### config.mk
export PLATFORM = sky130hd
export DESIGN_NAME = mux16_flat
export DESIGN_NICKNAME = d
export VERILOG_FILES = /design/src/rtl/mux16_if.sv /design/src/rtl/mux16.sv /design/src/flat_wrapper.sv
export SDC_FILE = /design/constraint.sdc
export NUM_CORES = 1
export LEC_CHECK = 0
export BUFFER_PORTS_ARGS = -buffer_cell sky130_fd_sc_hd__buf_2
export CORE_ASPECT_RATIO = 1.1
export CORE_MARGIN = 5
export CORE_UTILIZATION = 35
export CTS_CLUSTER_SIZE = 8
export DETAILED_ROUTE_END_ITERATION = 16
export GPL_ROUTABILITY_DRIVEN = 0
export HOLD_SLACK_MARGIN = 0.15
export PLACE_DENSITY = 0.77
export RECOVER_POWER = 50
export SLEW_MARGIN = 30
export SYNTH_ARGS = -nofsm -noshare
export SYNTH_HDL_FRONTEND = slang
export SYNTH_SLANG_ARGS = --single-unit
### constraint.sdc
create_clock -name clk -period 1.85 [get_ports clk]
set_input_delay 0.37 -clock clk [delete_from_list [all_inputs] [get_ports clk]]
set_output_delay 0.37 -clock clk [all_outputs]
set_load 0.01 [all_outputs]
### src/rtl/mux16_if.sv
// mux16_if: word-mux bus bundle shared by mux16 and its environment.
//
// Signals (WIDTH-bit unless noted):
//   a      data word selected when sel=0
//   b      data word selected when sel=1
//   sel    1-bit select, 0 -> a, 1 -> b
//   out    combinational mux result
//   out_q  registered mux result, one-cycle latency
//   par    (MUX16_PARITY_EN only) XOR-reduction of out
//   par_q  (MUX16_PARITY_EN only) registered XOR-reduction of the selected word
//
// Handshake: there is no valid/ready pair. Every input value is consumed
// combinationally by out, and every rising clk edge with rst_n=1 is a transfer
// into out_q.
//
// Modports:
//   master  drives a/b/sel, observes the results (environment side)
//   slave   receives a/b/sel, drives the results (mux16 side)
//
// Optional feature macro: MUX16_PARITY_EN (adds par and par_q).

interface mux16_if #(
  parameter int WIDTH = 16
);
  logic [WIDTH-1:0] a;
  logic [WIDTH-1:0] b;
  logic             sel;
  logic [WIDTH-1:0] out;
  logic [WIDTH-1:0] out_q;
`ifdef MUX16_PARITY_EN
  logic             par;
  logic             par_q;
`endif

  modport master (
`ifdef MUX16_PARITY_EN
    input  par,
    input  par_q,
`endif
    output a,
    output b,
    output sel,
    input  out,
    input  out_q
  );

  modport slave (
`ifdef MUX16_PARITY_EN
    output par,
    output par_q,
`endif
    input  a,
    input  b,
    input  sel,
    output out,
    output out_q
  );
endinterface

### src/rtl/mux16.sv
// mux16: two-input word multiplexer with a combinational output and a
// registered copy for timing-closed consumers.
//
// Ports:
//   clk    system clock, rising edge
//   rst_n  asynchronous active-low reset (clears out_q and, if present, par_q)
//   bus    mux16_if.slave: a, b, sel in; out, out_q (and par, par_q) out
//
// Behaviour:
//   out   = sel ? b : a, zero latency, independent of clk and rst_n
//   out_q = value of out sampled at each rising clk while rst_n=1
//   An unknown sel drives out to all X in simulation so that neither input
//   is silently preferred.
//
// Optional feature macro: MUX16_PARITY_EN
//   defined   -> adds par (XOR of out, combinational) and par_q (registered
//                alongside out_q, cleared by reset)
//   undefined -> neither port exists; mux and out_q behave identically.
//
// There is no FSM in this block; the only state is out_q (plus par_q).

module mux16 #(
  parameter int WIDTH = 16
) (
  input  logic    clk,
  input  logic    rst_n,
  mux16_if.slave  bus
);

  logic [WIDTH-1:0] sel_word;

  // A case statement rather than ?: so an X/Z select yields all-X instead of
  // merging the bits where a and b happen to agree.
  always_comb begin
    sel_word = 'x;
    case (bus.sel)
      1'b0:    sel_word = bus.a;
      1'b1:    sel_word = bus.b;
      default: sel_word = 'x;
    endcase
  end

  assign bus.out = sel_word;

  // The register samples the same word that drives out, so an input change
  // coincident with the edge is captured at its pre-edge value.
  always_ff @(posedge clk or negedge rst_n) begin
    if (!rst_n) begin
      bus.out_q <= '0;
    end else begin
      bus.out_q <= sel_word;
    end
  end

`ifdef MUX16_PARITY_EN
  assign bus.par = ^sel_word;

  always_ff @(posedge clk or negedge rst_n) begin
    if (!rst_n) begin
      bus.par_q <= 1'b0;
    end else begin
      bus.par_q <= ^sel_word;
    end
  end
`endif

endmodule

### src/flat_wrapper.sv
// flat-port wrapper written by rule: the top's interface ports become plain ports
module mux16_flat 
#(
  parameter int WIDTH = 16
)
  (clk, rst_n, bus_a, bus_b, bus_sel, bus_out, bus_out_q);
  mux16_if #(.WIDTH(WIDTH)) bus_i ();
  input  logic clk;
  input  logic rst_n;
  input wire logic [$bits(bus_i.a)-1:0] bus_a;
  input wire logic [$bits(bus_i.b)-1:0] bus_b;
  input wire logic [$bits(bus_i.sel)-1:0] bus_sel;
  output wire logic [$bits(bus_i.out)-1:0] bus_out;
  output wire logic [$bits(bus_i.out_q)-1:0] bus_out_q;
  assign bus_i.a = bus_a;
  assign bus_i.b = bus_b;
  assign bus_i.sel = bus_sel;
  assign bus_out = bus_i.out;
  assign bus_out_q = bus_i.out_q;
  mux16 #(.WIDTH(WIDTH)) u_core (.clk(clk), .rst_n(rst_n), .bus(bus_i));
endmodule
==> impl_metrics.json <==
{
  "yosysTopAreaCell": "dfrtp_1",
  "antenna_found_initial": 0,
  "hold_path.startpoint": "bus_a[4]",
  "finalSetupTns_ns": 0,
  "path_class": "input port to output port",
  "regArea_um2": 400,
  "gr-total-overflow": 0,
  "num_vias": 548,
  "end_kind": "output port",
  "synth_edf_count": 0,
  "root_buffer": "clkbuf_4",
  "drtIter0Drc": 3,
  "core_um2": 1780,
  "power_density_nw_per_um2": 775,
  "drive_gt1_share_pct": 72.1,
  "power_w": 0.000776,
  "die_x_um": 51.1,
  "syn2layout_area_growth_pct": 54.1,
  "rows": 16,
  "syn-cell-area_um2": 649,
  "grt_start_max_net_pins": 17,
  "grtUsageTotal_pct": 11.8,
  "die_h_um": 55.2,
  "post-route-min-period_ns": 1.54,
  "dr.pass1.iters": 3,
  "cts_sinks": 16,
  "fmax_mhz": 651,
  "hp-class": "input port to flop",
  "syn_avg_cell_area_um2": 19.1,
  "setup_viol": 0,
  "postPlaceCellArea_um2": 991,
  "top_register": "u_core.bus.out_q",
  "yosys-top-cells-count": "dfrtp_1, mux2_4, mux2_2",
  "top_regs": "u_core.bus.out_q: 16 flops",
  "hold_slack_ns": 0.326,
  "path_max_fanout": 16,
  "p_leak_nw": 0.543,
  "grt_pass1_vias": 524,
  "io_buffers": 66,
  "async_flop_share_pct": 100,
  "cts_made_buffers": 3,
  "ys_ff_latch": 16,
  "cts_max_level": 1,
  "status": "completed",
  "layout.nets": 140,
  "place_ws_ns": 0.344,
  "hold_viol": 0,
  "cts_tree": "done",
  "worst_pin_slew_ns": 0.822,
  "syn_inst": 34,
  "timing.final.crit_share_pct": 83.1,
  "largest_reg_flops": 16,
  "startpoint_type": "input port",
  "multiInputGateArea_um2": 184,
  "dieArea_um2": 2820,
  "ant_nets": 0,
  "arrival_ns": 1.17,
  "place_hpwl_um": 1430,
  "io_pins": 67,
  "syn-num-nets": 69,
  "drt-total-wl_um": 1730,
  "yosysMostFrequentCell": "dfrtp_1",
  "crit_start": "bus_sel",
  "post-synth-top-area-fraction_pct": 61.7,
  "routed_via_density": 4.49,
  "fin_ws_ns": 0.313,
  "maxSlewViolCount": 0,
  "final_cell_area_um2": 1000,
  "yosys_warnings": 0,
  "slew_headroom_pct": 45.2,
  "path_clk_slew_ns": 0.09,
  "clockBufferDepth": 2,
  "ys_top_cells_by_area": "dfrtp_1, mux2_4, mux2_2",
  "diodes": 0,
  "max-cap-violations": 0,
  "ys_seq_area_share_pct": 61.7,
  "ir_worst_vdd_uv": 334,
  "worstPathRequired_ns": 1.48,
  "rsz0062_at_grt": "no",
  "synth_cell_types": 5,
  "route.detailed.drc": 0,
  "cts_resized": 0,
  "synthFlopType": "dfrtp_1",
  "n_fill_cell": 158,
  "start_util_pct": 36.4,
  "grt_pass1_wl_um": 2320,
  "wl_per_cell_um": 14.2
}
==> cell usage in the layout, fill, tap and decap left out, drive strengths merged <==
master,n
mux2,16
dfrtp,16
dlygate4sd3,1
buf,65
clkbuf,6
==> cell type report <==
type / instances / area share [%]
clock buffer: 4 / 3.62
sequential: 16 / 40.0
multi-input combinational: 16 / 18.4
timing repair buffer: 68 / 35.7
tap: 18 / 2.25
==> through the flow <==
step / cells / utilization [%]
detailed placement: 117 / 55.6
global route: 122 / 56.2
floorplan: 34 / -
CTS: 122 / 58.2
global placement: 117 / 55.6
finish: 122 / 56.2
==> timing repair <==
item                                    4_1_cts  5_1_grt
setup buffers                                 0        0
endpoints found under the setup margin        0        0
endpoints found under the hold margin        16        0
hold buffers                                  1        0
==> kinds of logic after synthesis <==
logic type	Yosys count	synth area share [%]
buffers and inverters	2	4.82
flip-flops	16	61.7
multiplexers	16	33.5
==> metal layers <==
| layer | vias up | wire (um) | track usage [%] |
|---|---|---|---|
| li1 | 255 | - | - |
| met1 | 247 | 568 | 11.8 |
| met2 | 44 | 848 | 20.2 |
| met3 | 2 | 309 | 5.90 |
| met4 | 0 | 7 | 6.73 |
| met5 | - | 0 | 0 |
==> worst max-delay path, stage by stage <==
cell,delay [ns]
clkbuf_1,0.12
buf_12,0.17
mux2_1,0.35
buf_2,0.15
==> power breakdown <==
| group | total, W | switching [W] | internal, W | leakage, nW |
|---|---|---|---|---|
| sequential | 0.000381 | 0.00000572 | 0.000375 | 0.186 |
| combinational | 0.000171 | 0.0000844 | 0.0000870 | 0.336 |
| clock | 0.000223 | 0.000104 | 0.000120 | 0.0210 |
| total | 0.000776 | 0.000194 | 0.000582 | 0.543 |
==> path summary, 6_finish.rpt <==
kind	end	slack, ns	depth (start not counted)
min in group asynchronous	u_core.bus.out_q[0]$_DFF_PN0_	0.70	2
setup / recovery	bus_out[9]	0.31	4
max in group asynchronous	u_core.bus.out_q[12]$_DFF_PN0_	0.64	2
hold / removal	u_core.bus.out_q[4]$_DFF_PN0_	0.33	2
Note: power is estimated with default switching activity, not from simulation.
